File: config.mk
export PLATFORM = sky130hd
export DESIGN_NAME = pipe_hazard_ctrl
export DESIGN_NICKNAME = d
export VERILOG_FILES = /design/src/rtl/pipe_hazard_ctrl.sv
export SDC_FILE = /design/constraint.sdc
export NUM_CORES = 1
export LEC_CHECK = 0
export BUFFER_PORTS_ARGS = -buffer_cell sky130_fd_sc_hd__buf_2
export CAP_MARGIN = 20
export CORE_UTILIZATION = 45
export CTS_CLUSTER_SIZE = 30
export DETAILED_ROUTE_END_ITERATION = 7
export PLACE_DENSITY = 0.72
export SLEW_MARGIN = 0
export SYNTH_ARGS = -nofsm -noshare
export SYNTH_HDL_FRONTEND = slang
export SYNTH_SLANG_ARGS = --single-unit
File: constraint.sdc
create_clock -name clk_i -period 2.3 [get_ports clk_i]
set_clock_uncertainty 0.15 [all_clocks]
set_input_delay 0.23 -clock clk_i [delete_from_list [all_inputs] [get_ports clk_i]]
set_output_delay 0.23 -clock clk_i [all_outputs]
set_load 0.05 [all_outputs]
File: src/rtl/pipe_hazard_ctrl.sv
// Hazard/stall controller for the 5-stage pipeline: load-use bubbles, taken-branch
// flushes, multi-cycle MDU front-end holds, and a saturating stall-cycle counter.
module pipe_hazard_ctrl #(
  parameter int unsigned REG_W   = 5,
  parameter int unsigned MDU_LAT = 4,
  parameter int unsigned CNT_W   = 16
) (
  input  logic             clk_i,
  input  logic             rst_i,
  input  logic [REG_W-1:0] id_rs1_i,
  input  logic [REG_W-1:0] id_rs2_i,
  input  logic             id_use_rs1_i,
  input  logic             id_use_rs2_i,
  input  logic [REG_W-1:0] ex_rd_i,
  input  logic             ex_mem_read_i,
  input  logic             ex_branch_taken_i,
  input  logic             ex_mdu_start_i,
  output logic             pc_en_o,
  output logic             en_if_id_o,
  output logic             flush_if_id_o,
  output logic             en_id_ex_o,
  output logic             flush_id_ex_o,
  output logic             en_ex_mem_o,
  output logic             flush_ex_mem_o,
  output logic             mdu_busy_o,
  output logic [CNT_W-1:0] stall_cnt_o,
  output logic             proto_err_o
);

  localparam int unsigned LatW = 4;
  localparam logic [LatW-1:0] LatInit = LatW'(MDU_LAT - 2);

  typedef enum logic [0:0] {StRun, StMduWait} state_e;

  state_e           state_q, state_d;
  logic [LatW-1:0]  lat_cnt_q, lat_cnt_d;
  logic [CNT_W-1:0] stall_cnt_q, stall_cnt_d;
  logic             proto_err_q, proto_err_d;
  logic             load_use;

  // x0 is hardwired, so a load targeting it never creates a dependency.
  assign load_use = ex_mem_read_i & (ex_rd_i != '0) &
                    ((id_use_rs1_i & (id_rs1_i == ex_rd_i)) |
                     (id_use_rs2_i & (id_rs2_i == ex_rd_i)));

  always_comb begin
    state_d        = state_q;
    lat_cnt_d      = lat_cnt_q;
    proto_err_d    = proto_err_q;
    pc_en_o        = 1'b1;
    en_if_id_o     = 1'b1;
    flush_if_id_o  = 1'b0;
    en_id_ex_o     = 1'b1;
    flush_id_ex_o  = 1'b0;
    en_ex_mem_o    = 1'b1;
    flush_ex_mem_o = 1'b0;

    if (rst_i) begin
      // Every pipeline register loads its preset value while the PC holds.
      pc_en_o        = 1'b0;
      flush_if_id_o  = 1'b1;
      flush_id_ex_o  = 1'b1;
      flush_ex_mem_o = 1'b1;
    end else begin
      unique case (state_q)
        StRun: begin
          if (ex_branch_taken_i) begin
            flush_if_id_o = 1'b1;
            flush_id_ex_o = 1'b1;
            if (ex_mdu_start_i) proto_err_d = 1'b1;
          end else if (ex_mdu_start_i) begin
            pc_en_o        = 1'b0;
            en_if_id_o     = 1'b0;
            en_id_ex_o     = 1'b0;
            flush_ex_mem_o = 1'b1;
            lat_cnt_d      = LatInit;
            state_d        = StMduWait;
          end else if (load_use) begin
            pc_en_o       = 1'b0;
            en_if_id_o    = 1'b0;
            flush_id_ex_o = 1'b1;
          end
        end
        StMduWait: begin
          if (ex_mdu_start_i) proto_err_d = 1'b1;
          if (lat_cnt_q != '0) begin
            pc_en_o        = 1'b0;
            en_if_id_o     = 1'b0;
            en_id_ex_o     = 1'b0;
            flush_ex_mem_o = 1'b1;
            lat_cnt_d      = lat_cnt_q - LatW'(1);
          end else begin
            state_d = StRun;
          end
        end
        default: state_d = StRun;
      endcase
    end

    stall_cnt_d = stall_cnt_q;
    if (!pc_en_o && (stall_cnt_q != '1)) stall_cnt_d = stall_cnt_q + CNT_W'(1);
  end

  always_ff @(posedge clk_i) begin
    if (rst_i) begin
      state_q     <= StRun;
      lat_cnt_q   <= '0;
      stall_cnt_q <= '0;
      proto_err_q <= 1'b0;
    end else begin
      state_q     <= state_d;
      lat_cnt_q   <= lat_cnt_d;
      stall_cnt_q <= stall_cnt_d;
      proto_err_q <= proto_err_d;
    end
  end

  assign mdu_busy_o  = (state_q == StMduWait) & ~rst_i;
  assign stall_cnt_o = stall_cnt_q;
  assign proto_err_o = proto_err_q;

endmodule
; ---- Yosys cells after proc, flatten, opt, wreduce, memory -nomap -nowiden
; Cells that the tools add are included.
[totals]
memories = 0
input_bits = 22
mem_bits_ro = 0
out_inout_bits = 25
regBits = 22
elab_cells = 57
mem_bits_rw = 0
latchBits = 0
[classes]
muxes = 31
multipliers = 0
shift = 0
bitwise = 8
eq_ne = 7
magnitude_cmp = 0
n_reduce_logical = 5
div = 0
add_sub_neg = 2
[ops]
columns = op, count
row1 = 2-to-1 mux 1 bit, 23
row2 = adder 16 x 1 -> 16 bit (second input constant), 1
row3 = != test 16 bit (second input constant), 1
row4 = 2-to-1 mux 4 bit, 3
row5 = == test 5 bit, 2
row6 = one-hot mux 1 bit (2 select lines), 4
row7 = one-hot mux 4 bit (2 select lines), 1
row8 = != test 2 bit (second input constant), 3
row9 = bitwise AND 1 bit, 5
row10 = nonzero test 5 bit, 1
row11 = nonzero test 4 bit, 1
row12 = subtractor 4 x 1 -> 4 bit (second input constant), 1
row13 = AND reduction 3 bit, 1
row14 = != test 2 x 1 -> 1 bit (second input constant), 1
row15 = NOT 1 bit, 2
row16 = logical AND 1 bit, 1
row17 = zero test 1 bit, 1
row18 = OR 1 bit, 1

; ---- Logic depth before layout (Yosys ltp)
; Gate-level depths: netlist of the first run.
[logic_depth]
depth_word = 11
ltp_mapped = 10
mapped_depth_nobuf = 8

; ---- Worst setup path after synthesis of the first run
; OpenSTA, ideal clock, no wires.
[synth_timing]
path_kind = reg2reg
start = reg stall_cnt_q[0], in the netlist stall_cnt_o[0]
end = reg stall_cnt_q[5], in the netlist stall_cnt_o[5]
t_required_ns = 2.029
path_buffers = 1
t_arrival_ns = 2.174
period_less_slack_ns = 2.445
setup_ns = 0.121
stages_incl_launch_ff = 9
path_slack_ns = -0.145
cell_sequence = dfxtp_1 > ha_1 > and3_1 > and3_1 > nand2_1 > nor3_4 > buf_6 > nor3b_2 > mux2_4
[synth_between]
elab_chain_len = 2
elab_cells_between_ends = 3
classes_between = add/sub: 1 / eq/ne: 1 / reduce/logical: 1
[synth_lines]
columns = element, line_no
row1 = from (decl), 37  ; logic [CNT_W-1:0] stall_cnt_q, stall_cnt_d;
row2 = from (signal assigned), 113  ; stall_cnt_q <= stall_cnt_d;
row3 = "parallel branches: the longest is 2 deep, another holds adder 16 x 1 -> 16 bit", n/a
; Several ways; the timed one is not identified.
; A chain may end at the register's enable or synchronous reset.

; ---- Worst setup path in the final report of the first run
[layout_timing]
start = reg lat_cnt_q[0]
end = out pc_en_o
[layout_between]
elab_chain_len = 4
[layout_lines]
columns = element, line_no
row1 = from (decl), 36  ; logic [LatW-1:0] lat_cnt_q, lat_cnt_d;
row2 = from (signal assigned), 112  ; lat_cnt_q <= lat_cnt_d;
row3 = nonzero test 4 bit, 86  ; if (lat_cnt_q != '0) begin
row4 = 2-to-1 mux 1 bit, 86
row5 = one-hot mux 1 bit (2 select lines), 65  ; unique case (state_q)
row6 = 2-to-1 mux 1 bit, 58  ; if (rst_i) begin
row7 = to (decl), 18  ; output logic pc_en_o,
; Every way passes these cells.

==> metrics.yaml, run 1 <==
sta:
  setup_slack_ns: 0.01237
  fmax_mhz: 437.1
  layout_min_cycle_time_ns: 2.288
  report.final.slew_viol_count: 0
  rsz0062_at_grt: "yes"
  fin_crit_sh: 0.9946
  setup_viol: 0
  hold_viol_final: 0
power_and_ir_drop:
  ir_worst_vdd_uv: 299.0
  p_per_area_nw_per_um2: 451.2
  leakage_nw: 0.7675
die:
  core-area_um2: 3053
  num_rows: 20
  dieHeight_um: 58.84
  pin_count: 47
  dieArea_um2: 3462
  die_w_um: 58.84
  start_util: 0.4762
clock_network:
  cts_inserted_buffers: 3
  clk_latency_ns: 0.30
  h-tree-depth: 1
  cts_sinks: 22
  cts_max_path_buffers: 2
  clk_pin_slew_ns: 0.12
  cts_tree: "built"
  root_buffer: "clkbuf_4"
logic_synthesis:
  ys_ff_latch: 22
  synth_ff_type: "dfxtp_1"
  syn_area_um2: 1454
  synth-edff-count: 0
  synth_cell_types: 45
  syn-num-nets: 192
  yosysWarnings: 0
  ys_seq_area_frac: 0.3029
  async_flop_share: 0
  syn_inst: 167
  syn_avg_cell_area_um2: 8.706
worst_setup_path:
  crit_chain: "inv_2 -> ha_1 -> or3b_4 -> a22oi_4 -> nand2_4 -> a21oi_4 -> buf_6"
  critPathBufInv: 2
  critical_path_required_ns: 1.92
  path_max_fanout: 2
  cp-end-kind: "output pin"
  worstSetupPathType: "reg2out"
  max_stage_delay_ns: 0.39
  cp_top_family: "simple AND/OR/NAND/NOR gates"
  cp-start-kind: "flop"
  rrSetupSlack_ns: 0.04
  slowest_stage: "or3b_4"
  crit_arrival_ns: 1.91
outcome:
  status: "finished clean"
routing:
  viasPerCell: 5.561
  vias: 1468
  drt.antenna.violating_nets: 0
  detail_route.wl_per_cell_um: 13.73
  drt_iter0_markers: 60
  drc: 0
  wirelength_um: 3625
  first_pass_iters: 6
global_route:
  grt_max_degree: 26
  gr-total-overflow: 0
  grt_pass1_vias: 1389
  grt_pass1_wl_um: 5796
  grtUsageTotal: 0.2180
  antenna_found_initial: 0
place:
  hpwlAfterDp_um: 2608
  portBuffers: 45
  routabilityCongestion: 0.8485
  placed_cell_area_um2: 1740
  dp_slack_ns: 0.07340
finish:
  fill_cells: 294
  finalNetCount: 247
  syn2layout_area_growth_pct: 27.37
  design_area_um2: 1852
  layout-drive-gt1-share: 0.4318
  regArea_um2: 447.9
  antenna_cells: 0
  multi_input_area_um2: 922.1
flow_run:
  cap_violations: 0
min_path:
  hold_class: "in2reg"
-- stage by stage --
step / hold WS (ns) / TNS [ns] / power, mW / cells / utilization
after CTS: 0.04482 / 0 / 0.8301 / 261 / 0.5910
final: 0.06165 / 0 / 0.8356 / 264 / 0.6066
after global placement: 0.2979 / 0 / 0.6360 / 255 / 0.5701
after detailed placement: 0.3156 / 0 / 0.6444 / 255 / 0.5701
after floorplan: 0.1735 / 0 / 0.5846 / 167 / -
after global routing: 0.04621 / -0.3124 / 0.8773 / 264 / 0.6066
-- synth_stat cells (all sizes together), types with 4 or more instances --
cell | n | area [µm²]
dfxtp | 22 | 440.4
a21oi | 17 | 100.1
o31ai | 9 | 67.56
o21ai | 4 | 23.77
nor2b | 4 | 25.02
nor2 | 13 | 58.81
clkbuf | 4 | 15.01
nand4 | 5 | 37.53
nand3 | 10 | 50.05
xnor2 | 12 | 105.1
or4 | 11 | 82.58
buf | 6 | 63.81
inv | 10 | 37.54
nor3 | 4 | 41.29
nand2 | 7 | 33.78
-- worst register-to-register path, stage by stage, from the launching register on --
cell and delay (ns):
dfxtp_2 0.36, inv_2 0.04, ha_1 0.18, or3b_4 0.25, a22oi_4 0.09, nand2_4 0.08
a21oi_4 0.05, buf_4 0.17, buf_4 0.17, or4_4 0.51, a21oi_2 0.16
-- power breakdown --
| part | switching (mW) | internal (mW) |
|---|---|---|
| Sequential | 0.0129 | 0.396 |
| Combinational | 0.149 | 0.101 |
| Clock | 0.116 | 0.0611 |
| Total | 0.278 | 0.558 |
-- area by class of cell --
class	instances	area share
Clock buffer	3	0.01216
Inverter	10	0.02027
Multi-Input combinational cell	125	0.4980
Sequential cell	22	0.2419
Tap cell	44	0.02973
Timing Repair Buffer	60	0.1980
-- logic make-up (layout without fill, tap and decap cells) --
family / after synthesis / count (layout) / synth area share
xor+xnor: 12 / 12 / 0.07229
simple gates: 65 / 65 / 0.2857
mux: 2 / 2 / 0.02065
fa+ha+maj: 3 / 3 / 0.02582
buf+inv: 20 / 73 / 0.08003
compound gates: 42 / 42 / 0.2100
flops: 22 / 22 / 0.3029
other cells: 1 / 1 / 0.002579
-- placed cells by master, fill, tap and decap left out, types with 3 or more instances in the layout --
cell / Yosys / layout
inv_1: 10 / 8
clkbuf_4: 0 / 3
nor2_1: 11 / 11
nand3_1: 10 / 10
buf_4: 1 / 13
o41ai_1: 3 / 3
buf_2: 0 / 43
buf_6: 5 / 3
o31ai_1: 9 / 9
ha_1: 3 / 3
or4_1: 11 / 10
a21oi_1: 15 / 11
dfxtp_2: 0 / 6
nand2_1: 6 / 5
nor2b_1: 4 / 4
xnor2_1: 12 / 12
dfxtp_1: 22 / 16
and3_1: 3 / 3
nand4_1: 4 / 4
a21oi_2: 1 / 5
-- routing by layer --
| layer | GRT usage | share of wire |
|---|---|---|
| met2 | 0.3945 | 0.52 |
| met1 | 0.2388 | 0.42 |
| met4 | 0.1190 | 0.019 |
| met3 | 0.03956 | 0.041 |
| met5 | 0 | 0 |
-- final timing paths --
| kind | startpoint | end | cells past startpoint |
|---|---|---|---|
| worst min-delay path | ex_mdu_start_i | lat_cnt_q[2]$_SDFFE_PP0P_ | 2 |
| worst max register to register | lat_cnt_q[0]$_SDFFE_PP0P_ | stall_cnt_o[12]$_SDFFE_PP0P_ | 10 |
| worst max-delay path | lat_cnt_q[0]$_SDFFE_PP0P_ | pc_en_o | 7 |
| worst min register to register | proto_err_o$_SDFFE_PP0P_ | proto_err_o$_SDFFE_PP0P_ | 2 |
-- registers in the layout, summed over array words and instances (netlist names) --
register	flops
lat_cnt_q	4
stall_cnt_o	16
state_q	1
proto_err_o	1
-- timing repair --
item,4_1_cts,5_1_grt
gates cloned,0,0
setup buffers,3,3
pin swaps,1,5
hold buffers,0,0
setup endpoints to repair,2,15
resized for setup,7,9
No activity file was read; power rests on OpenSTA's default activity.
==> run 2, diff against run 1 <==
Settings changed: BUFFER_PORTS_ARGS -buffer_cell sky130_fd_sc_hd__buf_2 to default, DONT_BUFFER_PORTS from default to 1, PLACE_DENSITY 0.72 to default, SETUP_SLACK_MARGIN from default to 0.1.
Clock period 2.3 ns to 2.4 ns, I/O delays scaled along.
==> metrics.yaml, run 2 (same netlist as run 1, synthesis figures left out) <==
outcome:
  status: "finished clean"  # unchanged
routing:
  drc: 0  # unchanged
  first_pass_iters: 4  # was 6
  viasPerCell: 5.657  # was 5.561
  vias: 1369  # was 1468
  drt_iter0_markers: 98  # was 60
  detail_route.wl_per_cell_um: 14.14  # was 13.73 µm
  wirelength_um: 3421  # was 3625 µm
  drt.antenna.violating_nets: 0  # unchanged
finish:
  antenna_cells: 0  # unchanged
  final_common_cell: "buf_4"  # was buf_2
  finalNetCount: 224  # was 247
  finalCoreUtilization: 0.5951  # was 0.6066
  final_cell_mix: "27 x buf_4, 16 x dfxtp_1, 14 x a21oi_1, 12 x xnor2_1, 11 x nor2_1"  # was 43 x buf_2, 16 x dfxtp_1, 13 x buf_4, 12 x xnor2_1
  syn2layout_area_growth_pct: 24.96  # was 27.37%
  layout-drive-gt1-share: 0.3182  # was 0.4318
  largest_reg_flops: 16  # unchanged
sta:
  worstMarginPinSlew_ns: 0.7297
  hold_viol_final: 0  # unchanged
  fin_crit_sh: 0.9610
  layout_min_cycle_time_ns: 2.306
  rsz0062_at_grt: "yes"  # unchanged
  slew_headroom: 0.5119
  setup_tns_ns: 0  # unchanged
  report.final.slew_viol_count: 0  # unchanged
  setup_viol: 0  # unchanged
  fmax_mhz: 433.6
die:
  dieArea_um2: 3462  # unchanged
  start_util: 0.4762  # unchanged
  die_w_um: 58.84  # unchanged
  dieHeight_um: 58.84  # unchanged
  pin_count: 47  # unchanged
  num_rows: 20  # unchanged
  core-area_um2: 3053  # unchanged
global_route:
  antenna_found_initial: 0  # unchanged
  grt_pass1_vias: 1340  # was 1389
  grt_max_degree: 29  # was 26
  gr-total-overflow: 0  # unchanged
  grt_pass1_wl_um: 5671  # was 5796 µm
  grtUsageTotal: 0.2117  # was 0.2180
place:
  portBuffers: 0  # was 45
  hpwlAfterDp_um: 2396  # was 2608 µm
  routabilityCongestion: 0.8107  # was 0.8485
worst_setup_path:
  critical_path_required_ns: 2.01  # was 1.92 ns
  worstSetupPathType: "reg2out"  # unchanged
  rrSetupSlack_ns: 0.18  # was 0.04 ns
  reg2reg_to: "stall_cnt_o[14]$_SDFFE_PP0P_"  # was stall_cnt_o[12]$_SDFFE_PP0P_
  path_max_fanout: 2  # unchanged
  crit_arrival_ns: 1.92  # was 1.91 ns
  worstRegToRegCells: 10  # unchanged
  cp-end-kind: "output pin"  # unchanged
  cp-start-kind: "flop"  # unchanged
  r2r-start: "lat_cnt_q[0]$_SDFFE_PP0P_"  # unchanged
  critPathMostFrequentCell: "buf_12"
  crit_chain: "inv_2 -> ha_1 -> or3b_4 -> a22oi_4 -> nand2_4 -> a21oi_4 -> buf_12 -> buf_12"  # was inv_2 -> ha_1 -> or3b_4 -> a22oi_4 -> nand2_4 -> a21oi_4 -> buf_6
  cp_top_family: "simple AND/OR/NAND/NOR gates"  # unchanged
  max_stage_delay_ns: 0.39  # about the same
  slowest_stage: "or3b_4"  # unchanged
  critPathBufInv: 3  # was 2
clock_network:
  cts_sinks: 22  # unchanged
  cts_inserted_buffers: 3  # unchanged
  clk_pin_slew_ns: 0.13  # was 0.12 ns
  cts_tree: "built"  # unchanged
  clk_latency_ns: 0.31  # was 0.30 ns
  root_buffer: "clkbuf_4"  # unchanged
  h-tree-depth: 1  # unchanged
  cts_max_path_buffers: 2  # unchanged
min_path:
  hold_path_depth: 2  # unchanged
  hold_class: "in2reg"  # unchanged
  hold_start: "rst_i"  # was ex_mdu_start_i
  min_to: "stall_cnt_o[5]$_SDFFE_PP0P_"  # was lat_cnt_q[2]$_SDFFE_PP0P_
power_and_ir_drop:
  p_per_area_nw_per_um2: 452.8  # was 451.2 nW/µm²
  leakage_nw: 0.6898  # was 0.7675 nW
  ir_worst_vdd_uv: 225.7  # was 299.0 µV
flow_run:
  cap_violations: 0  # unchanged
## run 2: cell types whose count changed in the layout (fill, tap and decap cells not counted), moves of 2 or more
cell           delta
buf_2            -43
buf_4            +14
dlygate4sd3_1     +7
a21oi_1           +3
a21oi_2           -3
buf_6             -3
buf_12            +2
## run 2: timing repair
item	CTS	global route
setup buffers	7	0
pin swaps	2	1
endpoints found under the hold margin	20	1
hold buffers	6	1
resized for setup	5	3
endpoints found under the setup margin	2	5
## run 2: worst reg2reg max path: stages, from the launching register on
cell     delay, ns
dfxtp_2       0.36
inv_2         0.04
ha_1          0.17
or3b_4        0.24
a22oi_4       0.08
nand2_4       0.09
a21oi_4       0.04
buf_12        0.13
buf_4         0.18
or4_1         0.54
a21oi_1       0.13
## run 2: cell type report
| type | instances | area (µm²) |
|---|---|---|
| Sequential cell | 22 | 447.9 |
| Inverter | 10 | 37.54 |
| Tap cell | 44 | 55.05 |
| Clock buffer | 4 | 36.28 |
| Multi-Input combinational cell | 125 | 907.1 |
| Fill cell | 281 | 1236 |
| Timing Repair Buffer | 37 | 332.8 |
## run 2: worst max-delay path by stage
stage	start	endpoint	depth (start not counted)
after global routing	lat_cnt_q[0]$_SDFFE_PP0P_	pc_en_o	8
final	lat_cnt_q[0]$_SDFFE_PP0P_	pc_en_o	8
after global placement	lat_cnt_q[0]$_SDFFE_PP0P_	pc_en_o	8
after floorplan	lat_cnt_q[0]$_SDFFE_PP0P_	stall_cnt_o[2]$_SDFFE_PP0P_	10
after CTS	lat_cnt_q[0]$_SDFFE_PP0P_	pc_en_o	8
after detailed placement	lat_cnt_q[0]$_SDFFE_PP0P_	pc_en_o	8
## run 2: stage by stage
step           area (µm²)  total power, mW  hold WS (ns)  cells  setup slack [ns]
4_1_cts              1797           0.8323     0.0009572    241           0.08302
3_3_place_gp         1645           0.5833        0.1592    224            0.2145
3_5_place_dp         1645           0.5901        0.1572    224            0.1566
2_1_floorplan        1459           0.5602        0.1835    167            0.1076
6_report             1817           0.8226       0.02267    242           0.09357
5_1_grt              1817           0.8651      0.001925    242           0.03191
## run 2: routing by layer
layer,global-route usage,share of wire
met3,0.03516,0.061
met5,0,0
met1,0.2459,0.43
met2,0.3880,0.50
met4,0.07483,0.0056
## run 2: power breakdown
part | internal (mW) | switching (mW) | leakage [nW]
clock | 0.0926 | 0.117 | 0.0210
sequential | 0.379 | 0.0155 | 0.181
combinational | 0.0943 | 0.124 | 0.488
total | 0.566 | 0.257 | 0.690
